File: src/rtl/mb_bus_arbiter_if.sv
// Master/bus side signals of the peripheral-bus arbiter, grouped for port use.
// slave is the arbiter's view; master is the view of whoever drives requests and answers the bus.
interface mb_bus_arbiter_if #(
    parameter int NUM_M = 4,
    parameter int AW    = 16,
    parameter int DW    = 32
);
    logic [NUM_M-1:0]    m_req;
    logic [NUM_M-1:0]    m_we;
    logic [NUM_M*AW-1:0] m_addr;
    logic [NUM_M*DW-1:0] m_wdata;
    logic [NUM_M-1:0]    m_ack;
    logic                m_err;
    logic [DW-1:0]       m_rdata;

    logic                bus_valid;
    logic                bus_we;
    logic [AW-1:0]       bus_addr;
    logic [DW-1:0]       bus_wdata;
    logic                bus_ready;
    logic [DW-1:0]       bus_rdata;

    modport slave (
        input  m_req, m_we, m_addr, m_wdata, bus_ready, bus_rdata,
        output m_ack, m_err, m_rdata, bus_valid, bus_we, bus_addr, bus_wdata
    );

    modport master (
        output m_req, m_we, m_addr, m_wdata, bus_ready, bus_rdata,
        input  m_ack, m_err, m_rdata, bus_valid, bus_we, bus_addr, bus_wdata
    );
endinterface

File: src/rtl/mb_bus_arbiter.sv
// Round-robin arbiter serialising NUM_M masters onto one bus port; >=3 cycles per transaction.
// bus_* held until bus_ready; a watchdog aborts after TIMEOUT stalled cycles with m_err.
module mb_bus_arbiter #(
    parameter int NUM_M   = 4,
    parameter int AW      = 16,
    parameter int DW      = 32,
    parameter int TIMEOUT = 64
) (
    input  logic               CLK,
    input  logic               RESET,
    mb_bus_arbiter_if.slave    bus_if,
    output logic [NUM_M-1:0]   grant,
    output logic               busy
);
    localparam int IW = (NUM_M > 1) ? $clog2(NUM_M) : 1;
    localparam int CW = (TIMEOUT > 1) ? $clog2(TIMEOUT) : 1;
    localparam logic [CW-1:0] CNT_LAST = (TIMEOUT > 0) ? CW'(TIMEOUT - 1) : '0;

    typedef enum logic [1:0] {IDLE, BUSY, ACK} state_t;

    state_t          state;
    logic [IW-1:0]   last;
    logic [IW-1:0]   owner;
    logic [CW-1:0]   cnt;
    logic            any_req;
    logic [IW-1:0]   pick_idx;
    int              idx;

    // Scan downward so the final overwrite is the nearest requester after last.
    always_comb begin
        any_req  = 1'b0;
        pick_idx = '0;
        idx      = 0;
        for (int k = NUM_M; k >= 1; k--) begin
            idx = int'(last) + k;
            if (idx >= NUM_M) begin
                idx = idx - NUM_M;
            end
            if (bus_if.m_req[idx]) begin
                any_req  = 1'b1;
                pick_idx = IW'(idx);
            end
        end
    end

    always_ff @(posedge CLK) begin
        if (RESET) begin
            state            <= IDLE;
            last             <= IW'(NUM_M - 1);
            owner            <= '0;
            cnt              <= '0;
            grant            <= '0;
            busy             <= 1'b0;
            bus_if.bus_valid <= 1'b0;
            bus_if.bus_we    <= 1'b0;
            bus_if.bus_addr  <= '0;
            bus_if.bus_wdata <= '0;
            bus_if.m_ack     <= '0;
            bus_if.m_err     <= 1'b0;
            bus_if.m_rdata   <= '0;
        end else begin
            case (state)
                IDLE: begin
                    bus_if.m_ack   <= '0;
                    bus_if.m_err   <= 1'b0;
                    bus_if.m_rdata <= '0;
                    if (any_req) begin
                        owner            <= pick_idx;
                        grant            <= NUM_M'(1) << pick_idx;
                        busy             <= 1'b1;
                        cnt              <= '0;
                        bus_if.bus_valid <= 1'b1;
                        bus_if.bus_we    <= bus_if.m_we[pick_idx];
                        bus_if.bus_addr  <= bus_if.m_addr[pick_idx*AW +: AW];
                        bus_if.bus_wdata <= bus_if.m_wdata[pick_idx*DW +: DW];
                        state            <= BUSY;
                    end
                end
                BUSY: begin
                    cnt <= cnt + 1'b1;
                    // Ready takes precedence over a watchdog expiry in the same cycle.
                    if (bus_if.bus_ready) begin
                        bus_if.bus_valid <= 1'b0;
                        bus_if.m_ack     <= NUM_M'(1) << owner;
                        bus_if.m_err     <= 1'b0;
                        bus_if.m_rdata   <= bus_if.bus_we ? '0 : bus_if.bus_rdata;
                        state            <= ACK;
                    end else if ((TIMEOUT != 0) && (cnt == CNT_LAST)) begin
                        bus_if.bus_valid <= 1'b0;
                        bus_if.m_ack     <= NUM_M'(1) << owner;
                        bus_if.m_err     <= 1'b1;
                        bus_if.m_rdata   <= '0;
                        state            <= ACK;
                    end
                end
                ACK: begin
                    bus_if.m_ack   <= '0;
                    bus_if.m_err   <= 1'b0;
                    bus_if.m_rdata <= '0;
                    last           <= owner;
                    grant          <= '0;
                    cnt            <= '0;
                    busy           <= 1'b0;
                    state          <= IDLE;
                end
                default: begin
                    state <= IDLE;
                end
            endcase
        end
    end
endmodule

File: src/flat_wrapper.sv
// flat-port wrapper written by rule: the top's interface ports become plain ports
module mb_bus_arbiter_flat 
#(
    parameter int NUM_M   = 4,
    parameter int AW      = 16,
    parameter int DW      = 32,
    parameter int TIMEOUT = 64
)
  (CLK, RESET, grant, busy, bus_if_m_req, bus_if_m_we, bus_if_m_addr, bus_if_m_wdata, bus_if_bus_ready, bus_if_bus_rdata, bus_if_m_ack, bus_if_m_err, bus_if_m_rdata, bus_if_bus_valid, bus_if_bus_we, bus_if_bus_addr, bus_if_bus_wdata);
  mb_bus_arbiter_if #(.NUM_M(NUM_M), .AW(AW), .DW(DW)) bus_if_i ();
  input  logic CLK;
  input  logic RESET;
  output logic [NUM_M-1:0] grant;
  output logic busy;
  input wire logic [$bits(bus_if_i.m_req)-1:0] bus_if_m_req;
  input wire logic [$bits(bus_if_i.m_we)-1:0] bus_if_m_we;
  input wire logic [$bits(bus_if_i.m_addr)-1:0] bus_if_m_addr;
  input wire logic [$bits(bus_if_i.m_wdata)-1:0] bus_if_m_wdata;
  input wire logic [$bits(bus_if_i.bus_ready)-1:0] bus_if_bus_ready;
  input wire logic [$bits(bus_if_i.bus_rdata)-1:0] bus_if_bus_rdata;
  output wire logic [$bits(bus_if_i.m_ack)-1:0] bus_if_m_ack;
  output wire logic [$bits(bus_if_i.m_err)-1:0] bus_if_m_err;
  output wire logic [$bits(bus_if_i.m_rdata)-1:0] bus_if_m_rdata;
  output wire logic [$bits(bus_if_i.bus_valid)-1:0] bus_if_bus_valid;
  output wire logic [$bits(bus_if_i.bus_we)-1:0] bus_if_bus_we;
  output wire logic [$bits(bus_if_i.bus_addr)-1:0] bus_if_bus_addr;
  output wire logic [$bits(bus_if_i.bus_wdata)-1:0] bus_if_bus_wdata;
  assign bus_if_i.m_req = bus_if_m_req;
  assign bus_if_i.m_we = bus_if_m_we;
  assign bus_if_i.m_addr = bus_if_m_addr;
  assign bus_if_i.m_wdata = bus_if_m_wdata;
  assign bus_if_i.bus_ready = bus_if_bus_ready;
  assign bus_if_i.bus_rdata = bus_if_bus_rdata;
  assign bus_if_m_ack = bus_if_i.m_ack;
  assign bus_if_m_err = bus_if_i.m_err;
  assign bus_if_m_rdata = bus_if_i.m_rdata;
  assign bus_if_bus_valid = bus_if_i.bus_valid;
  assign bus_if_bus_we = bus_if_i.bus_we;
  assign bus_if_bus_addr = bus_if_i.bus_addr;
  assign bus_if_bus_wdata = bus_if_i.bus_wdata;
  mb_bus_arbiter #(.NUM_M(NUM_M), .AW(AW), .DW(DW), .TIMEOUT(TIMEOUT)) u_core (.CLK(CLK), .RESET(RESET), .bus_if(bus_if_i), .grant(grant), .busy(busy));
endmodule
File: config.mk
export PLATFORM = sky130hd
export DESIGN_NAME = mb_bus_arbiter_flat
export DESIGN_NICKNAME = d
export VERILOG_FILES = /design/src/rtl/mb_bus_arbiter_if.sv /design/src/rtl/mb_bus_arbiter.sv /design/src/flat_wrapper.sv
export SDC_FILE = /design/constraint.sdc
export NUM_CORES = 1
export LEC_CHECK = 0
export BUFFER_PORTS_ARGS = -buffer_cell sky130_fd_sc_hd__buf_2
export CAP_MARGIN = 0
export CORE_UTILIZATION = 30
export CTS_CLUSTER_DIAMETER = 60
export DETAILED_ROUTE_END_ITERATION = 12
export PLACE_DENSITY_LB_ADDON = 0.2
export SLEW_MARGIN = 20
export SYNTH_ARGS = -nofsm -noshare
export SYNTH_HDL_FRONTEND = slang
export SYNTH_SLANG_ARGS = --single-unit
File: constraint.sdc
create_clock -name CLK -period 3.1 [get_ports CLK]
set_input_delay 0.31 -clock CLK [delete_from_list [all_inputs] [get_ports CLK]]
set_output_delay 0.31 -clock CLK [all_outputs]
set_load 0.01 [all_outputs]
After elaboration in Yosys (flattened, before gate mapping). Index checks and enable logic that the tools add are counted.

Register bits after elaboration: 104. Output and inout bits: 92.

Equal/unequal tests: 5. Muxes and demuxes: 49. Order comparisons: 9. Reduce and logical (&&, ||, !) cells: 12. Shift operators: 4. Add/sub/neg operators: 9.

Operators by type and width (number): 2-to-1 mux 32 bit (7); greater-or-equal comparator 32 x 4 -> 1 bit, second input constant (4); < comparator 32 x 4 -> 1 bit, second input constant (4); indexed part select 128 x 8 -> 32 bit (1); subtractor 32 x 4 -> 32 bit, second input constant (4); case mux 32 bit (2 select lines) (1); indexed part select 64 x 7 -> 16 bit (1); 2-to-1 mux 1 bit (18); case mux 6 bit (3 select lines) (1); case mux 4 bit (2 select lines) (2); 2-to-1 mux 2 bit (7); 2-to-1 mux 4 bit (3); binary-select mux 1 bit (select 2 bit) (5); AND reduction 2 bit (5); left shift 1 x 2 -> 4 bit, first input constant (2); adder 2 x 2 -> 3 bit, second input constant (2); adder 6 x 1 -> 6 bit, second input constant (1); == test 6 bit, second input constant (1); 2-to-1 mux 6 bit (1); case mux 1 bit (2 select lines) (3); nonzero test 2 bit (3); adder 2 x 3 -> 4 bit, second input constant (1); case mux 2 bit (2 select lines) (1); adder 2 x 1 -> 3 bit, second input constant (1); other kinds (9) (9).

Depth between registers and ports, before layout.
Depth in word-level cells: 13. Depth in mapped cells: 8.

Worst setup path before layout. No wires, ideal clock.

Kind: register to register. Start: register u_core.cnt[0]. End: register u_core.bus_if.m_ack[0]. Required time: 3.029 ns. Period minus slack after synthesis: 1.661 ns. Buffers on the path: 0. Stages on the path, launching flop included: 6. Data arrival time: 1.590 ns. Setup slack: 1.439 ns. Library setup time: 0.071 ns. Cell sequence: dfxtp_1 > ha_1 > a41oi_4 > o21a_4 > or4b_1 > a21oi_1.

Word-level cells in the longest chain between the ends: 3.

Ends and longest elaborated chain: start: declaration (RTL line mb_bus_arbiter.sv:24) `logic [CW-1:0] cnt;`; start signal: assignment (RTL line mb_bus_arbiter.sv:80) `cnt <= cnt + 1'b1;`; == test 6 bit (RTL line mb_bus_arbiter.sv:88) `end else if ((TIMEOUT != 0) && (cnt == CNT_LAST)) begin`; inequality test 3 x 2 -> 1 bit (no line); AND reduction 2 bit (no line); end signal: assignment (RTL line mb_bus_arbiter.sv:84) `bus_if.m_ack <= NUM_M'(1) << owner;`; end signal: assignment (RTL line mb_bus_arbiter.sv:90) `bus_if.m_ack <= NUM_M'(1) << owner;`; end: declaration (RTL line mb_bus_arbiter_if.sv:25) `output m_ack, m_err, m_rdata, bus_valid, bus_we, bus_addr, bus_wdata`.

Every way passes these cells. A chain may end at the register's enable or synchronous reset.

Worst setup path in the final report.
Start: register u_core.cnt[0]. End: register u_core.bus_if.m_rdata[13].

Word-level cells in the longest chain between the ends: 3.

Ends and longest elaborated chain: == test 6 bit (RTL line mb_bus_arbiter.sv:88); inequality test 3 x 2 -> 1 bit (no line); AND reduction 2 bit (no line); end signal: assignment (RTL line mb_bus_arbiter.sv:86) `bus_if.m_rdata <= bus_if.bus_we ? '0 : bus_if.bus_rdata;`; end: declaration (RTL line mb_bus_arbiter_if.sv:25).

Every way passes these cells.

==> summary.txt <==
Outcome
  – Status: finished, final reports clean

STA
  – Slew @ Worst Pin: 0.7768 ns
  – Final Max Tran Viols: 0
  – Clock Skew: roughly 0.0060 ns
  – RSZ-0062 raised after global routing: false
  – Slew headroom: 0.4816
  – Worst setup margin: around 1.1 ns
  – Final setup fails: 0
  – Setup TNS: 0 ns
  – Tmin final: 1.992 ns
  – Achievable Freq: 501.9 MHz
  – Hold slack final: between 0.15 and 0.2 ns
  – Fin. Hold Viols: 0
  – Ratio of final minimum period to clock period: 0.6427

Global route
  – Largest net degree at the start of global routing: 67
  – First-pass GRT wire length: 22550 microns
  – Overflow after GRT: 0
  – Initial antenna violation count: 1
  – GR Util All Layers: 0.1723
  – Vias in the first global route: roughly 4500

Floorplan
  – # rows: 46
  – Core Box Area: between 15000 and 20000 sq um
  – Area of the die: 17010 sq um
  – IO Count: about 330
  – Starting density of the core: 0.3092
  – Die Ht: around 130 microns
  – Die Span X: 130.4 microns

Layout
  – Antenna diodes: 0
  – Multi-input gate area: around 2700 sq um
  – Final core utilization: 0.4423
  – Finished layout cell area: about 7000 sq um
  – Layout fillers: about 1700
  – FF+latch area: roughly 2100 sq um
  – Final nets: 1045
  – Fraction of layout cells with a size suffix above 1: 0.4607
  – Most frequent cells in the layout: buf_2 (326), dfxtp_1 (104), mux2i_1 (100)
  – Most common cell after layout, fill and taps aside: buf_2
  – Area Growth Syn to Fin: 43.05%

Route
  – Via density: approximately 4.7
  – Initial DRC Count: 139
  – Routed WL per cell: about 15 microns
  – ANT nets after route: 0
  – Vias post-DR: a little under 5000
  – WL final: 15460 microns
  – DRC viols: 0
  – Pre-antenna DRT Iters: 4

Placement
  – DP HPWL: between 10000 and 15000 microns
  – Place WS: 1.048 ns
  – Routability Congestion: a little under 0.8
  – IO Port Bufs: 326
  – DP Area: around 6800 sq um

Synth
  – Top_reg_cell synth: dfxtp_1
  – FF+latch count, synth: ~100
  – Yosys Warn Count: 0
  – EDFF count, synth: 0
  – Syn avg cell area: 9.875 sq um
  – Syn Std Cell Area: ~4900 sq um
  – Synth unique cells: 43
  – Syn nets: 737
  – Async S/R FF share, synth: 0
  – Post-synthesis sequential area ratio: 0.4208
  – Mapped Cells: 501

Clocking
  – Clock slew at reported path FFs: ~0.07 ns
  – CTS H-tree lvls: 3
  – CTS tree: done
  – CTS buffer count: 9
  – Post-CTS setup buffer count: 0
  – Worst-Skew Late Latency: 0.35 ns
  – Root Buffer: clkbuf_16
  – Sink Count: roughly 100
  – Clock Tree Buf Depth: 2
  – Post-cts resize count: 0
  – # hold bufs at CTS: 0

Critical path
  – R2R Setup Slk: ~1.1 ns
  – Arr. time, crit path: 2.28 ns
  – CP max FO: 19
  – CP Data Required Time: between 3 and 4 ns
  – Nature of the critical path endpoint: flip-flop
  – Crit. Startpoint: u_core.cnt[0]
  – Critical path class: flip-flop to flip-flop
  – Reg2reg end: u_core.bus_if.m_rdata[13]
  – R2r startpoint: u_core.cnt[0]
  – Reg2reg path depth: 5
  – Critical Path Start Type: flip-flop
  – Critical Path End: u_core.bus_if.m_rdata[13]

Flow run
  – Max-Cap Viols: 0

Hold path
  – Worst Hold Class: input port to flip-flop

Pwr
  – Peak VDD IR: ~0.26 mV
  – Power density over the cells: between 400 and 500 nW/um^2
  – Pleak: ~3.7 nW
worst min path at each step:
stage	start	to	slack (ns)	cells past startpoint
4_1_cts	bus_if_bus_rdata[21]	u_core.bus_if.m_rdata[21]	0.14	2
6_report	bus_if_bus_rdata[21]	u_core.bus_if.m_rdata[21]	0.17	2
5_1_grt	bus_if_bus_rdata[11]	u_core.bus_if.m_rdata[11]	0.14	2
3_5_place_dp	u_core.bus_if.bus_wdata[28]	u_core.bus_if.bus_wdata[28]	0.44	2
3_3_place_gp	u_core.bus_if.bus_wdata[16]	u_core.bus_if.bus_wdata[16]	0.44	2
2_1_floorplan	bus_if_bus_rdata[21]	u_core.bus_if.m_rdata[21]	0.44	1
flip-flops by register name (all words and copies together) (netlist names):
signal	cells
u_core.bus_if.bus_addr	16
u_core.busy	1
u_core.cnt	6
u_core.bus_if.m_ack	4
u_core.bus_if.bus_wdata	32
u_core.owner	2
u_core.bus_if.bus_we	1
u_core.bus_if.m_rdata	32
u_core.grant	4
u_core.bus_if.m_err	1
u_core.bus_if.bus_valid	1
u_core.state	2
u_core.last	2
cell families (layout without fill, tap and decap cells):
| group | count (synthesis) | in the layout | synth area share |
|---|---|---|---|
| buffers and inverters | 40 | 353 | 0.04755 |
| DFF | 104 | 104 | 0.4208 |
| muxes | 100 | 100 | 0.2023 |
| adders and majority gates | 1 | 1 | 0.002529 |
| and+or+nand+nor | 143 | 143 | 0.1356 |
| AOI/OAI and AO/OA | 113 | 113 | 0.1912 |
per-stage QoR:
stage | cells | total power, mW
final | 1030 | 3.458
after global routing | 1030 | 3.642
after CTS | 1030 | 3.528
after detailed placement | 1014 | 2.326
after global placement | 1014 | 2.328
after floorplan | 501 | 1.975
synthesized netlist by cell type, types with 2 or more instances:
library cell | instances | area share
nand3_1 | 18 | 0.018
and2_1 | 2 | 0.0025
o221ai_2 | 10 | 0.030
nor3_1 | 5 | 0.0051
o21ai_0 | 18 | 0.018
nand4_1 | 2 | 0.0025
a211oi_1 | 2 | 0.0030
clkbuf_1 | 11 | 0.0083
nand4b_1 | 2 | 0.0035
o221ai_1 | 40 | 0.071
buf_2 | 14 | 0.014
nor2_1 | 17 | 0.013
nand2b_1 | 7 | 0.0089
a22o_1 | 19 | 0.034
buf_6 | 4 | 0.0091
nor2b_1 | 4 | 0.0051
mux2i_1 | 100 | 0.20
nand2_1 | 75 | 0.057
a21oi_1 | 16 | 0.016
buf_4 | 9 | 0.014
dfxtp_1 | 104 | 0.42
cell type report:
| cell class | instances | share of cell area |
|---|---|---|
| multi-input cells | 357 | 0.3759 |
| repair buffers | 336 | 0.2482 |
| inverters | 1 | 0.0005304 |
| well taps | 216 | 0.03819 |
| clock buffers | 10 | 0.03236 |
| flip-flops and latches | 104 | 0.2942 |
| clock inverters | 6 | 0.01061 |
routing by layer:
layer  wire length, microns  part of all wire  global-route usage  vias to the layer above
met4                    148            0.0096             0.03854                        2
met3                   1140             0.074             0.06148                       13
met1                   6354              0.41              0.1871                     2184
met5                     13           0.00084                   0                        -
met2                   7803              0.50              0.3191                      176
li1                       -                 -                   -                     2483
worst max-delay path, cell delays in order, from the launching register on:
cell	delay [ns]
dfxtp_1	0.35
ha_1	0.28
a41oi_4	0.34
nor2_1	0.09
nor2_2	0.63
a22o_1	0.26
power by group:
group	switching, mW	internal [mW]	leakage (nW)	total [mW]
Sequential	0.0667	1.45	0.852	1.52
Combinational	0.399	0.372	2.73	0.771
Clock	0.532	0.638	0.139	1.17
(Power assumes the default switching activity.)
